<file path="config.mk">
export PLATFORM = sky130hd
export DESIGN_NAME = multicycle_control
export DESIGN_NICKNAME = d
export VERILOG_FILES = /design/src/rtl/multicycle_control.sv
export SDC_FILE = /design/constraint.sdc
export NUM_CORES = 1
export LEC_CHECK = 0
export BUFFER_PORTS_ARGS = -buffer_cell sky130_fd_sc_hd__buf_4
export CAP_MARGIN = 20
export CORE_AREA = 2 2 47 49
export DETAILED_ROUTE_END_ITERATION = 6
export DIE_AREA = 0 0 49 51
export PLACE_DENSITY = 0.68
export SYNTH_ARGS = -nofsm -noshare
export SYNTH_HDL_FRONTEND = slang
export SYNTH_SLANG_ARGS = --single-unit
export TNS_END_PERCENT = 100
</file>
<file path="constraint.sdc">
create_clock -name clk -period 4.1 [get_ports clk]
set_input_delay 0 -clock clk [delete_from_list [all_inputs] [get_ports clk]]
set_output_delay 0 -clock clk [all_outputs]
set_load 0.01 [all_outputs]
</file>
<file path="src/rtl/multicycle_control.sv">
// multicycle_control: multicycle MIPS control FSM; sequences the shared datapath (PC, memory, regfile, ALU, muxes) through fetch/decode/execute/mem/writeback. Inputs: clk, reset, opcode, funct, mem_ready. Outputs: PC/memory/IR/regfile enables, mux selects, alu_op, sticky illegal flag, debug state.
module multicycle_control #(
  parameter logic [2:0] ALU_ADD = 3'd0,
  parameter logic [2:0] ALU_SUB = 3'd1,
  parameter logic [2:0] ALU_XOR = 3'd2,
  parameter logic [2:0] ALU_SLT = 3'd3
) (
  input  logic       clk,
  input  logic       reset,
  input  logic [5:0] opcode,
  input  logic [5:0] funct,
  input  logic       mem_ready,
  output logic       pc_we,
  output logic       branch_eq,
  output logic       branch_ne,
  output logic [1:0] pc_src,
  output logic       iord,
  output logic       mem_re,
  output logic       mem_we,
  output logic       ir_we,
  output logic [1:0] reg_dst,
  output logic [1:0] mem_to_reg,
  output logic       reg_we,
  output logic       alu_src_a,
  output logic [1:0] alu_src_b,
  output logic [2:0] alu_op,
  output logic       illegal,
  output logic [3:0] state
);
  typedef enum logic [3:0] {
    FETCH  = 4'd0,
    DECODE = 4'd1,
    MEMADR = 4'd2,
    MEMRD  = 4'd3,
    MEMWB  = 4'd4,
    MEMWR  = 4'd5,
    REXEC  = 4'd6,
    RWB    = 4'd7,
    BRANCH = 4'd8,
    IEXEC  = 4'd9,
    IWB    = 4'd10,
    JUMP   = 4'd11,
    JAL    = 4'd12,
    JR     = 4'd13
  } state_t;
  state_t cur, nxt;
  logic r_ok, bad;
  assign state = cur;
  assign r_ok = funct inside {6'b100000, 6'b100010, 6'b100110, 6'b101010};
  // Every legal decode target is a non-FETCH state, so DECODE->FETCH means unsupported.
  assign bad = (cur == DECODE) && (nxt == FETCH);
  always_ff @(posedge clk) begin
    if (reset) begin
      cur     <= FETCH;
      illegal <= 1'b0;
    end else begin
      cur     <= nxt;
      illegal <= illegal | bad;
    end
  end
  always_comb begin
    nxt        = FETCH;
    pc_we      = 1'b0;
    branch_eq  = 1'b0;
    branch_ne  = 1'b0;
    pc_src     = 2'd0;
    iord       = 1'b0;
    mem_re     = 1'b0;
    mem_we     = 1'b0;
    ir_we      = 1'b0;
    reg_dst    = 2'd0;
    mem_to_reg = 2'd0;
    reg_we     = 1'b0;
    alu_src_a  = 1'b0;
    alu_src_b  = 2'd0;
    alu_op     = ALU_ADD;
    case (cur)
      FETCH: begin
        nxt       = mem_ready ? DECODE : FETCH;
        mem_re    = 1'b1;
        ir_we     = mem_ready;
        pc_we     = mem_ready;
        alu_src_b = 2'd1;
      end
      DECODE: begin
        alu_src_b = 2'd3;
        case (opcode)
          6'b100011, 6'b101011: nxt = MEMADR;
          6'b000000:            nxt = (funct == 6'b001000) ? JR : r_ok ? REXEC : FETCH;
          6'b000100, 6'b000101: nxt = BRANCH;
          6'b001000, 6'b001110: nxt = IEXEC;
          6'b000010:            nxt = JUMP;
          6'b000011:            nxt = JAL;
          default:              nxt = FETCH;
        endcase
      end
      MEMADR: begin
        nxt       = (opcode == 6'b100011) ? MEMRD : MEMWR;
        alu_src_a = 1'b1;
        alu_src_b = 2'd2;
      end
      MEMRD: begin
        nxt    = mem_ready ? MEMWB : MEMRD;
        mem_re = 1'b1;
        iord   = 1'b1;
      end
      MEMWB: begin
        mem_to_reg = 2'd1;
        reg_we     = 1'b1;
      end
      MEMWR: begin
        nxt    = mem_ready ? FETCH : MEMWR;
        mem_we = 1'b1;
        iord   = 1'b1;
      end
      REXEC: begin
        nxt       = RWB;
        alu_src_a = 1'b1;
        alu_op    = (funct == 6'b100010) ? ALU_SUB :
                    (funct == 6'b100110) ? ALU_XOR :
                    (funct == 6'b101010) ? ALU_SLT : ALU_ADD;
      end
      RWB: begin
        reg_dst = 2'd1;
        reg_we  = 1'b1;
      end
      BRANCH: begin
        alu_src_a = 1'b1;
        alu_op    = ALU_SUB;
        pc_src    = 2'd1;
        branch_eq = (opcode == 6'b000100);
        branch_ne = (opcode == 6'b000101);
      end
      IEXEC: begin
        nxt       = IWB;
        alu_src_a = 1'b1;
        alu_src_b = 2'd2;
        alu_op    = (opcode == 6'b001110) ? ALU_XOR : ALU_ADD;
      end
      IWB: reg_we = 1'b1;
      JUMP: begin
        pc_src = 2'd2;
        pc_we  = 1'b1;
      end
      JAL: begin
        pc_src     = 2'd2;
        pc_we      = 1'b1;
        reg_dst    = 2'd2;
        mem_to_reg = 2'd2;
        reg_we     = 1'b1;
      end
      JR: begin
        pc_src = 2'd3;
        pc_we  = 1'b1;
      end
      default: nxt = FETCH;
    endcase
  end
endmodule
</file>
### Yosys cells after proc, flatten, opt, wreduce, memory -nomap -nowiden

Cells that the tools add are included.

| cells by class | value |
|---|---|
| equality and inequality tests | 26 |
| bitwise operators | 1 |
| reduce and logical (&&, ||, !) cells | 15 |
| multiplexer cells | 26 |

Operator list:

| operator | count |
|---|---|
| $eq A6 B6 Y1 const B | 6 |
| $pmux W4 S7 | 1 |
| $eq A4 B4 Y1 const B | 6 |
| $pmux W4 S6 | 1 |
| $eq A6 B4 Y1 const B | 3 |
| $pmux W2 S3 | 3 |
| $eq A4 B3 Y1 const B | 4 |
| $reduce_or A2 Y1 | 7 |
| $eq A6 B2 Y1 const B | 2 |
| $eq A6 B3 Y1 const B | 2 |
| $mux W3 | 4 |
| $mux W1 | 9 |
| $eq A4 B2 Y1 const B | 2 |
| $logic_not A4 Y1 | 2 |
| $mux W2 | 4 |
| $pmux W2 S2 | 2 |
| $reduce_or A4 Y1 | 2 |
| $logic_not A6 Y1 | 1 |
| $eq A4 B1 Y1 const B | 1 |
| $mux W4 | 1 |
| $reduce_bool A4 Y1 | 1 |
| $reduce_or A3 Y1 | 1 |
| $pmux W1 S2 | 1 |
| $logic_and A1 B1 Y1 | 1 |
| $or A1 B1 Y1 | 1 |

| storage, ports and cells | value |
|---|---|
| output and inout port bits | 25 |
| input bits | 15 |
| register bits | 5 |
| word-level logic and storage cells | 70 |

### Longest topological paths before layout

Gate-level depths: netlist (run 1).

| depth | value |
|---|---|
| depth after elaboration | 9 |
| gate-level depth with buffers | 6 |
| depth with buffers taken out | 5 |

### Least setup slack after synthesis (run 1)

Ideal clock, no wire load.

| timing path | value |
|---|---|
| path type | register to register |
| start point | register cur[2], in the netlist state[2] |
| end point | register cur[0], in the netlist state[0] |
| required time | 4,030 ps |
| data arrival time | 1,422 ps |
| library setup time | 70 ps |
| path slack | 2,608 ps |
| path buffers | 1 |
| cell stages (with the launch flop) | 6 |
| clock period less this slack | 1,492 ps |
| cells stage by stage | dfxtp_1 clkbuf_1 or4_1 a21oi_2 o211ai_1 a21oi_1 |

| between the ends | value |
|---|---|
| longest elaborated chain between the ends | 2 |
| elaborated cells on any way between the ends | 8 |
| classes of those cells | eq/ne (6); mux (1); reduce/logical (1) |

RTL lines:

| what | line | source |
|---|---|---|
| start, declared | 46 | `state_t cur, nxt;` |
| start signal, assigned | 57 | `cur <= nxt;` |
| $eq A4 B4 Y1 (tied with other cells) | 77 | `case (cur)` |
| $pmux W4 S7 (*) | 77 |  |

Mark *: on every way between the ends. The rest lies on a longest branch, timed or not.
A chain may end at the register's enable or synchronous reset.

### Worst setup path in the final report (run 1)

| timing path | value |
|---|---|
| start point | register cur[1], in the netlist state[1] |
| end point | output port alu_src_b[1] |

| between the ends | value |
|---|---|
| longest elaborated chain between the ends | 3 |
| elaborated cells on any way between the ends | 6 |
| classes of those cells | eq/ne (3); mux (1); reduce/logical (2) |

RTL lines:

| what | line | source |
|---|---|---|
| $eq A4 B4 Y1 / $eq A4 B2 Y1 (equally long branches) | 77 |  |
| $reduce_or A2 Y1 (no source line) | n/a |  |
| $pmux W2 S3 (*) | 77 |  |
| end, declared | 25 | `output logic [1:0] alu_src_b,` |

Marks and branches as above.

==> results.md, run 1 <==
* Routability cong. at around 0.8
* Crit path kind: reg2out
* CTS H-tree depth at 1
* Worst skew pair latency at 250 ps
* Crit share post-route at between 40 and 50%
* Final WL at 2.28 mm
* Global-route usage over all layers at about 19%
* Place WS at between 2000 and 2500 ps
* Final nets at 166
* DR WL/cell at 12.8 µm
* # clock sinks at 5
* Ys async rst share at 0%
* Top-area cell type share of the netlist area at between 10% and 20%
* Placed instance area at 1040 µm²
* Worst Path Arrival at 1820 ps
* Final worst setup slack at 2280 ps
* Number of max-cap violations at 0
* DR iter-0 viols at 15
* Antenna Violating Nets Remaining at 0
* CP max stage delay at 660 ps
* Synth Flop Type: dfxtp_1
* Synth area leader: dfxtp_1
* Die width at 49 µm
* Inserted Diodes at 0
* Total CTS buffers at 3
* Status: complete, no violations
* Drt drc at 0
* VDD IR max at a little under 0.09 mV
* Synth Instances at 118
* Placeable core region at 2060 µm²
* Crit start category: flop
* Clock tree root driver cell: clkbuf_4
* Final Critical Period at 1820 ps
* Area grow syn2layout at 38.6%
* Clock transition at path regs at 40 ps
* Syn avg cell area at 6.56 µm²
* Post-synth EDFFs at 0
* RSZ-0062 raised after global routing: false
* Setup violators final at 0
* Slowest CP cell: dfxtp_1
* Via-to-Cell Ratio at 5.51
* Gr ovfl total at 0
* Pwr Density at 157 nW/µm²
* First-pass GRT wire length at around 3.8 mm
* DRT Pass-1 Iters at 4
* Register bit total from synthesis at 5
* Hold crit path type: in2reg
* Vias in the first global route at between 800 and 900
* Post-DP HPWL at roughly 1.7 mm
* Fmax at 549 MHz
* Initial Util at 37.5%
* Leak at 0.432 nW
* Crit Path Max Fanout at 17
* Share of cells above drive strength 1 at 31.3%
* Num rows at 17
* Final TNS setup at 0 ps
* Bufs and invs on worst path at 1
* Final instance count without filler cells at 178
* Normalized max-slew margin at approximately 63%
* I/O Buffers at 38
* Final hold vios at 0
* Post-synthesis cell type count at 41
* Syn nets at 133
* Crit path cell chain: nand2b_1 -> or2_2 -> a21oi_1 -> buf_4
* Final std cell area, no fill at 1070 µm²
* Die area at 2500 µm²
* Worst reg2reg path startpoint: state[1]
* Hold path start: opcode[0]
* Bufs on Longest Clock Path at 2
* Max-slew violations at 0
* # resized after CTS at 0
* Initial antenna violation count at 0
* Die Span Y at 51 µm
* Vias post-DR at 980
* CP top delay family: flip-flops
* Setup crit start: state[1]
* Post-Syn Area at between 700 and 800 µm²
* Yosys Warn Count at 0
* Slew @ Worst Pin at 550 ps
* Setup crit end kind: output port
* Clock Skew at 1.55 ps
* Worst EP required at approximately 4100 ps
* I/O pins at 40
* Placed cells at 173
* Sequential area share after synthesis at 12.9%
* Largest net degree at the start of global routing at 19
* Synth area leaders: dfxtp_1 13%, nor2_1 6.8%, nand2b_1 5.7%
* CTS tree: yes
routing by layer:
layer / track usage (%) / vias to the layer above / wire, µm
li1: - / 499 / -
met4: 13.3 / 0 / 68
met2: 30.8 / 38 / 1080
met3: 2.34 / 7 / 108
met5: 0 / - / 0
met1: 24.6 / 436 / 1030
logic make-up after synthesis:
family                 count (synthesis)  synth area share, %
other                                  1                0.484
multiplexers                           2                 3.23
flip-flops                             5                 12.9
XOR/XNOR                               2                 2.26
AND/OR/NAND/NOR                       62                 44.6
buffers and inverters                 13                 8.40
AO/OA/AOI/OAI                         33                 28.1
registers in the layout, summed over array words and instances, names as in the netlist:
register,flops
state,4
illegal,1
power breakdown:
| group | internal (mW) | leakage (nW) | total [mW] | switching [mW] |
|---|---|---|---|---|
| Clock | 0.0368 | 0.0150 | 0.0578 | 0.0210 |
| Sequential | 0.0503 | 0.0407 | 0.0532 | 0.00288 |
| Combinational | 0.0283 | 0.376 | 0.0576 | 0.0293 |
| Total | 0.115 | 0.432 | 0.169 | 0.0531 |
Yosys cell counts, types with 2 or more instances:
library cell and n:
nand2b_1 7, nor2b_1 4, nand3_1 3, clkbuf_1 7
nor4b_1 2, a21boi_0 3, nor3_1 6, nor3b_1 2
nand4_1 2, inv_1 2, o211ai_1 3, and3_1 3
dfxtp_1 5, or2_2 2, nand2_1 8, o32ai_1 3
a21oi_1 8, xnor2_1 2, buf_4 2, o21ai_0 8
nor2_1 14, nor4_1 3
per-stage QoR:
| stage | util [%] | hold WS [ps] | power [mW] |
|---|---|---|---|
| after floorplan | - | 69.1 | 0.0854 |
| after global placement | 50.3 | 207 | 0.110 |
| after detailed placement | 50.3 | 205 | 0.111 |
| after CTS | 52.0 | 116 | 0.168 |
| after global routing | 52.0 | 154 | 0.180 |
| final | 52.0 | 118 | 0.169 |
final cells by class:
cell class,instances,area (µm²)
Fill cell,221,990
Multi-Input combinational cell,100,609
Timing Repair Buffer,39,295
Sequential cell,5,100
Tap cell,28,35.0
Clock buffer,4,26.3
Inverter,2,7.51
tightest hold or removal path: stages:
cell and delay [ps]:
buf_4 140, a21oi_1 80, o32ai_1 90
cells in the final DEF (no fill, tap or decap), types with 2 or more instances in the layout:
cell,netlist,routed
buf_4,2,38
nor2_1,14,14
nand2_1,8,8
a21oi_1,8,8
o21ai_0,8,8
nand2b_1,7,7
nor3_1,6,6
dfxtp_1,5,5
nor2b_1,4,4
and3_1,3,3
o32ai_1,3,3
nand3_1,3,3
a21boi_0,3,3
o211ai_1,3,3
nor4_1,3,3
clkbuf_4,0,3
nand4_1,2,2
xnor2_1,2,2
nor3b_1,2,2
or2_2,2,2
nor4b_1,2,2
inv_1,2,2
final timing paths:
check | to | cells past startpoint | slack (ps)
max | alu_src_b[1] | 4 | 2280
min | state[2] | 3 | 120
max reg2reg | state[0] | 5 | 2340
min reg2reg | illegal | 2 | 450
timing repair:
| item | in CTS | in global routing |
|---|---|---|
| endpoints found under the hold margin | 4 | 0 |
| hold buffers | 1 | 0 |
| setup buffers | 0 | 0 |
No activity file was read; power rests on OpenSTA's default activity.
==> inputs of run 2 (changes only) <==
==> constraint.sdc (replaced) <==
create_clock -name clk -period 1.68 [get_ports clk]
set_input_delay 0 -clock clk [delete_from_list [all_inputs] [get_ports clk]]
set_output_delay 0 -clock clk [all_outputs]
set_load 0.01 [all_outputs]
==> run 2 against run 1 <==
Against the previous run:
- sequential power grew 130%
- combinational power grew to 2.7 times the previous value
- total power grew 150%
- cell count grew 4.5%
- critical path type unchanged
==> results.md, run 2 (synthesis gave the netlist of run 1 again) <==
* Num rows at 17 (unchanged)
* Worst reg2reg path startpoint: state[1] (unchanged)
* Reg2Reg Capture Point: state[0] (unchanged)
* Flop pwr share at 30.0% (was 31.6%)
* Clock Skew at 0.232 ps (was 1.55 ps)
* Switching pwr at 0.130 mW (was 0.0531 mW)
* Slew @ Worst Pin at 511 ps (was 550 ps)
* # clock sinks at 5 (unchanged)
* Normalized max-slew margin at 65.6% (was 63.3%)
* Final WL at 2.35 mm (was 2.28 mm)
* Bufs on Longest Clock Path at 2 (unchanged)
* I/O pins at 40 (unchanged)
* Placeable core region at 2060 µm² (unchanged)
* Max-slew violations at 0 (unchanged)
* Comb power frac at 36.6% (was 34.1%)
* Clock network fraction of design power at 33.4% (was 34.3%)
* Drt drc at 0 (unchanged)
* Largest register FFs at 4 (unchanged)
* Status: complete, no violations (unchanged)
* Die Span Y at 51 µm (unchanged)
* CTS tree: yes (unchanged)
* VDD IR max at 0.302 mV (was 0.0873 mV)
* Gr ovfl total at 0 (unchanged)
* Vias in the first global route at 874 (was 852)
* CTS H-tree depth at 1 (unchanged)
* Worst skew pair latency at 240 ps (was 250 ps)
* Final Critical Period at between 1500 and 2000 ps
* Initial antenna violation count at 0 (unchanged)
* Final TNS setup at 0 ps (unchanged)
* Total CTS buffers at 3 (unchanged)
* Pint at 0.288 mW (was 0.115 mW)
* Number of max-cap violations at 0 (unchanged)
* Area grow syn2layout at 48.1% (was 38.6%)
* Routability cong. at 0.788 (was 0.805)
* Initial Util at 37.5% (unchanged)
* Hold_ws at 122 ps (was 118 ps)
* Die area at 2500 µm² (unchanged)
* Hold crit path type: in2reg (unchanged)
* DR iter-0 viols at 16 (was 15)
* Switch share at 31.1% (was 31.5%)
* RSZ-0062 raised after global routing: false (unchanged)
* Crit share post-route at about 94%
* Crit path kind: reg2out (unchanged)
* DRT Pass-1 Iters at 4 (unchanged)
* Fmax at around 640 MHz
* Reg2reg path depth at 5 (unchanged)
* Post-CTS Setup Inserts at 0 (unchanged)
* Hold Path Stages at 3 (unchanged)
* Worst Path Arrival at 1570 ps (was 1820 ps)
* Clock transition at path regs at 40 ps (about the same)
* Global-route usage over all layers at 18.9% (was 19.4%)
* DR WL/cell at 12.6 µm (was 12.8 µm)
* First-pass GRT wire length at 3.84 mm (was 3.80 mm)
* Pwr Density at 364 nW/µm² (was 157 nW/µm²)
* Most common cell after layout, fill and taps aside: buf_4 (unchanged)
* Antenna Violating Nets Remaining at 0 (unchanged)
* Via-to-Cell Ratio at 5.44 (was 5.51)
* Vias post-DR at 1012 (was 980)
* Crit Path Max Fanout at 7 (was 17)
* Clock tree root driver cell: clkbuf_4 (unchanged)
* Total power at 0.418 mW (was 0.169 mW)
* Worst Hold End: state[2] (unchanged)
* Setup violators final at 0 (unchanged)
* Hold path start: opcode[0] (unchanged)
* Worst EP required at 1680 ps (was 4100 ps)
* Die width at 49 µm (unchanged)
* R2R setup slack at 270 ps (was 2340 ps)
* Post-DP HPWL at 1.82 mm (was 1.73 mm)
* I/O Buffers at 38 (unchanged)
* Crit start category: flop (unchanged)
* Commonest cells after routing, fill and taps aside: 46 x buf_4, 14 x nor2_1, 8 x nand2_1, 8 x a21oi_1, 8 x o21ai_0 (was 38 x buf_4, 14 x nor2_1, 8 x nand2_1, 8 x a21oi_1, 8 x o21ai_0)
* Setup crit end kind: output port (unchanged)
* Largest net degree at the start of global routing at 18 (was 19)
* Final hold vios at 0 (unchanged)
* Leak at 0.475 nW (was 0.432 nW)
* Final core utilization at 55.6% (was 52.0%)
* Share of cells above drive strength 1 at 36.7% (was 31.3%)
* Final nets at 174 (was 166)
* Inserted Diodes at 0 (unchanged)
-- run 2: per-layer routing --
metal	vias up	wire length [µm]	track usage [%]
li1	516	-	-
met1	462	1080	24.3
met2	32	1160	34.0
met3	2	91	2.05
met4	0	16	4.29
met5	-	0	0
-- run 2: critical path: stages (launching register included) --
cell and delay (ps):
dfxtp_1 320, buf_4 160, nand2b_1 140, buf_4 150, nor2_1 120, nand4_1 130
o21ai_0 170, buf_4 140
-- run 2: metrics by stage --
step           instance area (µm²)  std cells  worst slack (ps)
5_1_grt                       1150        186              5.00
3_5_place_dp                  1100        181               286
4_1_cts                       1130        186              35.5
2_1_floorplan                  774        118               188
3_3_place_gp                  1100        181               322
6_report                      1150        186               106
-- run 2: cell type report --
type                       instances  area, µm²
tap                               28       35.0
multi-input combinational        100        622
inverter                           2       7.51
sequential                         5        101
clock buffer                       4       26.3
timing repair buffer              47        355
fill                             202        916
-- run 2: power by group through the flow --
stage                     Sequential [mW]  Clock, mW  Combinational [mW]
after detailed placement            0.127          0               0.149
after global placement              0.127          0               0.148
after global routing                0.126      0.148               0.167
after floorplan                     0.129          0              0.0794
after CTS                           0.125      0.137               0.152
final                               0.125      0.140               0.153
-- run 2: worst max path at each step --
stage,from,to
global placement,state[1],state[2]
finish,state[0],alu_op[1]
detailed placement,state[3],state[0]
floorplan,state[2],state[0]
CTS,state[3],branch_ne
global route,state[0],alu_op[1]
-- run 2: repair_timing --
item / CTS / global route
endpoints found under the hold margin: 4 / 0
gates resized for setup: 0 / 3
hold buffers: 1 / 0
endpoints found under the setup margin: 0 / 3
